**src/rtl/game_io_pkg.sv**
```systemverilog
// Shared encodings for the game register controller and the PS/2 key handshake.
package game_io_pkg;

  localparam logic [1:0] GS_TITLE = 2'd0;
  localparam logic [1:0] GS_PLAY  = 2'd1;
  localparam logic [1:0] GS_OVER  = 2'd2;

  localparam logic [1:0] KEY_NONE    = 2'd0;
  localparam logic [1:0] KEY_PRESS   = 2'd1;
  localparam logic [1:0] KEY_RELEASE = 2'd2;

  localparam logic [1:0] KS_IDLE     = 2'd0;
  localparam logic [1:0] KS_ACK      = 2'd1;
  localparam logic [1:0] KS_WAIT_CLR = 2'd2;

  localparam int unsigned SCORE_MAX_DEFAULT = 9999;

  // True when a processor write carries a defined game state encoding.
  function automatic logic is_legal_game_state(input logic [31:0] value);
    return value <= {30'd0, GS_OVER};
  endfunction

endpackage

```
**src/rtl/ps2_key_handshake.sv**
```systemverilog
// PS/2 space-key acknowledge FSM: accepts one event, holds the acknowledge for
// ACK_HOLD cycles, then waits for the PS/2 side to drop its event code.
module ps2_key_handshake
  import game_io_pkg::*;
#(
  parameter int ACK_HOLD = 8
) (
  input  logic       clock_i,
  input  logic       reset_i,
  input  logic [1:0] space_state_i,
  output logic       key_press_o,
  output logic       reset_space_state_o
);

  localparam int CW = (ACK_HOLD > 1) ? $clog2(ACK_HOLD) : 1;
  localparam logic [CW-1:0] HOLD_LAST = CW'(ACK_HOLD - 1);

  logic [1:0]    state_q, state_d;
  logic [CW-1:0] cnt_q, cnt_d;

  // Events seen outside IDLE are dropped on purpose; this is the debounce.
  always_comb begin
    state_d     = state_q;
    cnt_d       = cnt_q;
    key_press_o = 1'b0;
    case (state_q)
      KS_IDLE: begin
        cnt_d = '0;
        if (space_state_i == KEY_PRESS) begin
          state_d     = KS_ACK;
          key_press_o = ~reset_i;
        end else if (space_state_i == KEY_RELEASE) begin
          state_d = KS_ACK;
        end
      end
      KS_ACK: begin
        if (cnt_q == HOLD_LAST) begin
          state_d = KS_WAIT_CLR;
          cnt_d   = '0;
        end else begin
          cnt_d = cnt_q + CW'(1);
        end
      end
      KS_WAIT_CLR: begin
        if (space_state_i == KEY_NONE) begin
          state_d = KS_IDLE;
        end
      end
      default: begin
        state_d = KS_IDLE;
        cnt_d   = '0;
      end
    endcase
  end

  always_ff @(posedge clock_i) begin
    if (reset_i) begin
      state_q <= KS_IDLE;
      cnt_q   <= '0;
    end else begin
      state_q <= state_d;
      cnt_q   <= cnt_d;
    end
  end

  assign reset_space_state_o = (state_q != KS_IDLE);

endmodule

```
**src/rtl/game_reg_controller.sv**
```systemverilog
// Game-visible register file (game_state, bird_y, score) with write checking,
// reseed pulse and PS/2 key tracking. GAME_AUTO_START_EN lets key presses advance game_state.
module game_reg_controller
  import game_io_pkg::*;
#(
  parameter int unsigned SCORE_MAX  = SCORE_MAX_DEFAULT,
  parameter int          BIRD_Y_MIN = -32,
  parameter int          BIRD_Y_MAX = 447,
  parameter int          ACK_HOLD   = 8
) (
  input  logic        clock,
  input  logic        reset,
  input  logic        w_game_state,
  input  logic        w_bird_y,
  input  logic        w_score,
  input  logic [31:0] val_out,
  input  logic        key_clr,
  input  logic [1:0]  space_state,
  output logic        reset_space_state,
  output logic [1:0]  game_state,
  output logic [31:0] bird_y,
  output logic [31:0] score,
  output logic        random_reset,
  output logic        key_press,
  output logic        key_pending,
  output logic        write_err
);

  localparam logic [31:0] SCORE_MAX_V  = 32'(SCORE_MAX);
  localparam logic [31:0] BIRD_Y_MIN_V = 32'(BIRD_Y_MIN);
  localparam logic [31:0] BIRD_Y_MAX_V = 32'(BIRD_Y_MAX);

  logic [1:0]  game_state_q, game_state_d;
  logic [31:0] bird_y_q, bird_y_d;
  logic [31:0] score_q, score_d;
  logic        random_reset_q, random_reset_d;
  logic        key_pending_q, key_pending_d;
  logic        write_err_q, write_err_d;
  logic        gs_write_ok;
  logic        score_clear;

  ps2_key_handshake #(
    .ACK_HOLD(ACK_HOLD)
  ) u_key (
    .clock_i            (clock),
    .reset_i            (reset),
    .space_state_i      (space_state),
    .key_press_o        (key_press),
    .reset_space_state_o(reset_space_state)
  );

  // A processor strobe always beats a hardware-initiated state change.
  always_comb begin
    gs_write_ok  = w_game_state && is_legal_game_state(val_out);
    game_state_d = game_state_q;
    write_err_d  = write_err_q;
    score_clear  = 1'b0;
    if (w_game_state) begin
      if (gs_write_ok) begin
        game_state_d = val_out[1:0];
      end else begin
        write_err_d = 1'b1;
      end
    end
`ifdef GAME_AUTO_START_EN
    else if (key_press) begin
      if (game_state_q == GS_TITLE) begin
        game_state_d = GS_PLAY;
      end else if (game_state_q == GS_OVER) begin
        game_state_d = GS_TITLE;
        score_clear  = 1'b1;
      end
    end
`endif
  end

  always_comb begin
    bird_y_d = bird_y_q;
    if (w_bird_y) begin
      if ($signed(val_out) < BIRD_Y_MIN) begin
        bird_y_d = BIRD_Y_MIN_V;
      end else if ($signed(val_out) > BIRD_Y_MAX) begin
        bird_y_d = BIRD_Y_MAX_V;
      end else begin
        bird_y_d = val_out;
      end
    end
  end

  always_comb begin
    score_d = score_q;
    if (w_score) begin
      score_d = (val_out > SCORE_MAX_V) ? SCORE_MAX_V : val_out;
    end else if (score_clear) begin
      score_d = '0;
    end
  end

  // A press in the same cycle as any clear source still leaves the key pending.
  always_comb begin
    key_pending_d = key_pending_q;
    if (key_clr || (gs_write_ok && (game_state_d != game_state_q))) begin
      key_pending_d = 1'b0;
    end
    if (key_press) begin
      key_pending_d = 1'b1;
    end
    random_reset_d = (game_state_q == GS_TITLE) && (game_state_d == GS_PLAY);
  end

  always_ff @(posedge clock) begin
    if (reset) begin
      game_state_q   <= GS_TITLE;
      bird_y_q       <= '0;
      score_q        <= '0;
      random_reset_q <= 1'b0;
      key_pending_q  <= 1'b0;
      write_err_q    <= 1'b0;
    end else begin
      game_state_q   <= game_state_d;
      bird_y_q       <= bird_y_d;
      score_q        <= score_d;
      random_reset_q <= random_reset_d;
      key_pending_q  <= key_pending_d;
      write_err_q    <= write_err_d;
    end
  end

  assign game_state   = game_state_q;
  assign bird_y       = bird_y_q;
  assign score        = score_q;
  assign random_reset = random_reset_q;
  assign key_pending  = key_pending_q;
  assign write_err    = write_err_q;

endmodule

```
**config.mk**
```make
export PLATFORM = sky130hd
export DESIGN_NAME = game_reg_controller
export DESIGN_NICKNAME = d
export VERILOG_FILES = /design/src/rtl/game_io_pkg.sv /design/src/rtl/ps2_key_handshake.sv /design/src/rtl/game_reg_controller.sv
export SDC_FILE = /design/constraint.sdc
export NUM_CORES = 1
export LEC_CHECK = 0
export CORE_MARGIN = 3
export CORE_UTILIZATION = 40
export CTS_BUF_LIST = sky130_fd_sc_hd__clkbuf_16
export DETAILED_ROUTE_END_ITERATION = 10
export PLACE_DENSITY = 0.86
export SYNTH_ARGS = -nofsm -noshare
export SYNTH_HDL_FRONTEND = slang
export SYNTH_SLANG_ARGS = --single-unit
```
**constraint.sdc**
```tcl
create_clock -name clock -period 2.5 [get_ports clock]
set_clock_uncertainty 0.2 [all_clocks]
set_input_delay 0.5 -clock clock [delete_from_list [all_inputs] [get_ports clock]]
set_output_delay 0.5 -clock clock [all_outputs]
set_load 0.005 [all_outputs]
```
==> results_dict.tcl, run 1 <==
set metrics [dict create \
    synth_fa_ha_area_frac 0.00901 \
    drtIter0Drc 135 \
    cts_buffers 9 \
    gp_congestion 0.820 \
    path_cells "clkdlybuf4s50_1 > nand2b_4 > nor4_4 > buf_4 > dlygate4sd2_1" \
    path_clk_slew_ps 60 \
    reg2reg_to "u_key.state_q[0]$_SDFFE_PP0P_" \
    firstDrtPassIters 4 \
    slew_headroom 0.361 \
    setup_viol 0 \
    core_um2 6530 \
    r2r-start "u_key.cnt_q[0]$_SDFFE_PP0N_" \
    die_w_um 89.3 \
    hold_viol 0 \
    cts_root_buf "clkbuf_16" \
    drv_slew 0 \
    synth-seq-area-share 0.533 \
    h-tree-depth 3 \
    max_freq_ghz 0.427 \
    via_count 2518 \
    cp_slowest_cell "clkdlybuf4s50_1" \
    start_kind "input port" \
    synth_ff_type "dfxtp_1" \
    row_count 29 \
    synthArstFlopShare 0 \
    fin_crit_sh 0.937 \
    die-area_um2 7980 \
    whs_path_depth 1 \
    leakage_nw 1.73 \
    worstPathRequired_ps 1800 \
    synthCells 275 \
    detail-route-antenna-nets 0 \
    placed_cell_area_um2 4050 \
    cts_buffer_depth 2 \
    synth_mux_area_frac 0.00721 \
    end_kind "primary output" \
    critPathMaxStageDelay_ps 420 \
    worstSetupPathType "input port to primary output" \
    hold_path_end "bird_y[13]$_SDFFE_PP0P_" \
    hold_ws_ps 251 \
    cp.arrival_ps 1640 \
    ys_ff_latch 74 \
    antenna_found_initial 0 \
    initial_core_util 0.425 \
    grt_pass1_vias 2471 \
    synth_edf_count 0 \
    grt_pass1_wl_um 11800 \
    final_area_um2 4400 \
    syn_avg_cell_area_um2 10.1 \
    worstMarginPinSlew_ps 954 \
    synth_compound_area_frac 0.209 \
    area_delta_synth_final_pct 58.2 \
    synthSimpleGateAreaFrac 0.193 \
    dpl.hpwl_um 5820 \
    regToRegSetupSlack_ps 1060 \
    syn_nets 317 \
    grt_setup_unrepaired "false" \
    drive_above_1_share 0.106 \
    crit_path_max_fanout 2 \
    layout.nets 442 \
    hold_start "bird_y[13]$_SDFFE_PP0P_" \
    grt_start_max_net_pins 32 \
    syn-cell-area_um2 2780 \
    boundaryPins 111 \
    antennaDiodeCount 0 \
    vdd_drop_max_uv 570 \
    numClockSinks 74 \
    globalRouteOverflowTotal 0 \
    synth-xor-area-share 0.00946 \
    clock_latency_ps 330 \
    r2r.worst_path.cells 3 \
    max_cap_viol_count 0 \
    die_h_um 89.3 \
    hp-class "register to register" \
    cts_resized 6 \
    wl_per_cell_um 15.9 \
    drt-total-wl_um 7680 \
    cts_tree "done" \
    synth_top_family_by_area "compound AO/OA/AOI/OAI gates" \
    ys_warn_count 0 \
    status "finished clean" \
    finalCriticalPeriod_ps 2340 \
    vias_per_cell 5.22 \
    synth.distinct_cells 38 \
    drc_errors 0 \
    grt_usage 0.193 \
    io_buffers 110 \
    post_cts_buffers 0 \
    power_density_nw_per_um2 675 \
    hold_buffers 0 \
]
==> per-layer routing <==
layer  up-vias  share of wire  track usage
met1      1171           0.39        0.213
li1       1239              -            -
met2        93           0.51        0.332
met4         0          0.019       0.0785
met5         -              0            0
met3        15          0.084       0.0765
==> placed cells by master (no fill, tap or decap), types with 2 or more instances in the layout <==
master,n
clkdlybuf4s50_1,107
dfxtp_1,74
nor2_1,28
o21a_1,24
and2_1,19
inv_1,16
buf_4,16
a21oi_1,11
clkbuf_16,9
nand3_1,8
a211oi_1,8
nand2_1,8
nand4_1,7
nor4_4,5
o41ai_1,5
a21boi_0,5
a221oi_1,5
nor3_1,4
and3_1,3
a22o_1,3
nor4_1,3
a22oi_1,3
a311oi_1,3
dlygate4sd2_1,3
nor2b_1,2
mux2i_1,2
xnor2_1,2
ha_1,2
inv_6,2
clkinvlp_4,2
bufinv_16,2
==> logic make-up (layout without fill, tap and decap cells) <==
family / count (synthesis) / after routing
buffers and inverters: 29 / 159
AO/OA/AOI/OAI: 74 / 74
XOR/XNOR: 3 / 3
AND/OR/NAND/NOR: 91 / 91
flip-flops: 74 / 74
multiplexers: 2 / 2
adder cells (fa/ha/maj): 2 / 2
==> Yosys cell counts, types with 5 or more instances <==
| master | count | area [µm²] |
|---|---|---|
| nor2_1 | 28 | 105 |
| a221oi_1 | 5 | 43.8 |
| o21a_1 | 24 | 180 |
| dfxtp_1 | 74 | 1480 |
| a211oi_1 | 8 | 60.1 |
| nand2_1 | 8 | 30.0 |
| and2_1 | 19 | 119 |
| nand4_1 | 7 | 43.8 |
| a21oi_1 | 11 | 55.1 |
| clkbuf_1 | 12 | 45.0 |
| inv_1 | 16 | 60.1 |
| a21boi_0 | 5 | 37.5 |
| o41ai_1 | 5 | 43.8 |
| nand3_1 | 8 | 40.0 |
==> per-stage QoR <==
| step | util | total power, W | setup slack, ps | TNS [ps] | instances |
|---|---|---|---|---|---|
| 2_1_floorplan | - | 0.00139 | 563 | 0 | 275 |
| 3_3_place_gp | 0.620 | 0.00160 | -111 | -126 | 466 |
| 3_5_place_dp | 0.620 | 0.00161 | -106 | -288 | 466 |
| 4_1_cts | 0.673 | 0.00300 | 139 | 0 | 482 |
| 5_1_grt | 0.673 | 0.00308 | 81.5 | 0 | 482 |
| 6_report | 0.673 | 0.00297 | 158 | 0 | 482 |
==> final cells by class <==
type	count	area (µm²)
clock buffer	9	225
clock inverter	7	101
fill	501	2140
inverter	17	63.8
multi-input combinational	172	1210
sequential	74	1480
tap	77	96.3
timing repair buffer	126	1220
==> state kept, by name (all words and copies together), names as in the netlist <==
| name | flops |
|---|---|
| game_state | 2 |
| u_key.state_q | 2 |
| bird_y | 32 |
| score | 32 |
| u_key.cnt_q | 3 |
| random_reset | 1 |
| key_pending | 1 |
| write_err | 1 |
==> how the worst max path moves through the flow <==
stage,from,end,slack [ps],depth (start not counted)
2_1_floorplan,val_out[19],bird_y[0]$_SDFFE_PP0P_,560,4
3_5_place_dp,reset,key_press,-110,4
4_1_cts,space_state[1],key_press,140,5
5_1_grt,space_state[1],key_press,80,5
6_report,space_state[1],key_press,160,5
3_3_place_gp,space_state[1],key_press,-110,5
==> power breakdown <==
| group | switching [W] | internal [W] | total (W) |
|---|---|---|---|
| logic | 0.000139 | 0.000193 | 0.000332 |
| registers | 0.0000310 | 0.00123 | 0.00126 |
| clock network | 0.000495 | 0.000881 | 0.00138 |
==> critical path, delay by kind of cell <==
family	cells	cell delay (ps)
buffers and inverters	3	780
and+or+nand+nor	2	350
Note: power is estimated with default switching activity, not from simulation.
==> inputs of run 2 (changes only) <==
--- a/config.mk
+++ b/config.mk
@@ -9,7 +9,10 @@
 export CORE_UTILIZATION = 40
 export CTS_BUF_LIST = sky130_fd_sc_hd__clkbuf_16
 export DETAILED_ROUTE_END_ITERATION = 10
-export PLACE_DENSITY = 0.86
+export DONT_BUFFER_PORTS = 1
+export GPL_ROUTABILITY_DRIVEN = 0
+export PLACE_DENSITY = 0.65
+export SLEW_MARGIN = 5
 export SYNTH_ARGS = -nofsm -noshare
 export SYNTH_HDL_FRONTEND = slang
 export SYNTH_SLANG_ARGS = --single-unit
==> results_dict.tcl, run 2 (synthesis results as in run 1) <==
set metrics [dict create \
    hold_buffers 0 \
    drive_above_1_share 0.0993 \
    p_switching_w 0.000573 \
    p_int_w 0.00205 \
    grt_pass1_wl_um 10300 \
    regArea_um2 1480 \
    via_count 2013 \
    io_buffers 0 \
    worstMarginPinSlew_ps 622 \
    wl_per_cell_um 18.9 \
    critPathMaxStageDelay_ps 590 \
    max_cap_viol_count 0 \
    cp_slowest_cell "nor4_1" \
    die_w_um 89.3 \
    detail-route-antenna-nets 0 \
    drc_errors 0 \
    grt_pass1_vias 1960 \
    status "finished clean" \
    cts_resized 0 \
    post_cts_buffers 0 \
    tns_ps 0 \
    p_sw_frac 0.218 \
    seqPwrFrac 0.484 \
    crit_path_max_fanout 7 \
    finalCriticalPeriod_ps 1970 \
    layout.nets 319 \
    mostFrequentLayoutCells "74 x dfxtp_1, 28 x nor2_1, 24 x o21a_1, 19 x and2_1, 16 x inv_1" \
    cts_root_buf "clkbuf_16" \
    final_area_um2 3150 \
    power_density_nw_per_um2 835 \
    initial_core_util 0.425 \
    start_kind "register" \
    firstDrtPassIters 4 \
    boundaryPins 111 \
    dpl.hpwl_um 5030 \
    vdd_drop_max_uv 392 \
    path_clk_slew_ps 60 \
    cts_tree "done" \
    drv_slew 0 \
    drtIter0Drc 85 \
    antennaDiodeCount 0 \
    hold_viol 0 \
    cts_buffer_depth 2 \
    core_um2 6530 \
    fin_crit_sh 0.787 \
    path_cells "nor4_1" \
    clock_latency_ps 320 \
    h-tree-depth 3 \
    max_freq_ghz 0.508 \
    numClockSinks 74 \
    final_common_cell "dfxtp_1" \
    cp.arrival_ps 1270 \
    row_count 29 \
    hp-class "input port to register" \
    worstSetupPathType "register to primary output" \
    slew_headroom 0.582 \
    globalRouteOverflowTotal 0 \
    vias_per_cell 5.61 \
    die_h_um 89.3 \
    leakage_nw 1.24 \
    placed_cell_area_um2 2850 \
    grt_start_max_net_pins 33 \
    grt_setup_unrepaired "false" \
    grt_usage 0.174 \
    worstPathRequired_ps 1800 \
    fillers 605 \
    utilization 0.482 \
    pwr-share-comb 0.044 \
    end_kind "primary output" \
    cts_buffers 9 \
    die-area_um2 7980 \
    path_buf_inv 0 \
    hold_ws_ps 48.9 \
    setup_viol 0 \
    antenna_found_initial 0 \
    crit_family "simple AND/OR/NAND/NOR gates" \
    drt-total-wl_um 6770 \
    area_delta_synth_final_pct 13.3 \
    multi_input_area_um2 1190 \
    p_clk_frac 0.472 \
]
## run 2: changes by cell type in the layout (fill, tap and decap cells not counted), moves of 2 or more
cell             change
clkdlybuf4s50_1    -107
clkinv_2             +3
inv_6                -2
dlygate4sd2_1        -3
buf_4               -13
## run 2: final cells by class
cell class | instances | area share
clock buffer | 9 | 0.0716
clock inverter | 7 | 0.0223
inverter | 17 | 0.0203
multi-input combinational | 172 | 0.377
sequential | 74 | 0.471
tap | 77 | 0.0306
timing repair buffer | 3 | 0.00716
## run 2: metal layers
layer | wire length (µm) | track usage | vias to the layer above
met2 | 3030 | 0.246 | 80
met5 | 0 | 0 | -
met1 | 2770 | 0.209 | 926
li1 | - | - | 998
met3 | 832 | 0.104 | 9
met4 | 150 | 0.0866 | 0
## run 2: worst paths after layout
check | from | end | slack [ps] | depth (start not counted)
min reg2reg | bird_y[13]$_SDFFE_PP0P_ | bird_y[13]$_SDFFE_PP0P_ | 280 | 1
max | u_key.state_q[1]$_SDFFE_PP0P_ | key_press | 530 | 1
max reg2reg | u_key.state_q[1]$_SDFFE_PP0P_ | key_pending$_SDFFE_PP0P_ | 1050 | 3
min | reset | bird_y[7]$_SDFFE_PP0P_ | 50 | 1
## run 2: worst register-to-register path, stage by stage (launching register included)
cell and delay (ps):
dfxtp_1 350, nor4_1 590, a21oi_1 80, a21oi_1 160
## run 2: power groups by stage
stage          registers [W]  logic (W)  clock network [W]
2_1_floorplan        0.00128   0.000109                  0
3_3_place_gp         0.00130   0.000113                  0
3_5_place_dp         0.00130   0.000116                  0
4_1_cts              0.00127   0.000116            0.00128
5_1_grt              0.00128   0.000133            0.00134
6_report             0.00127   0.000115            0.00124
## run 2: through the flow
stage               power, W  instances  setup slack (ps)
floorplan            0.00139        275               563
global placement     0.00141        343               356
detailed placement   0.00141        343               311
CTS                  0.00267        359               515
global route         0.00275        359               434
finish               0.00263        359               531
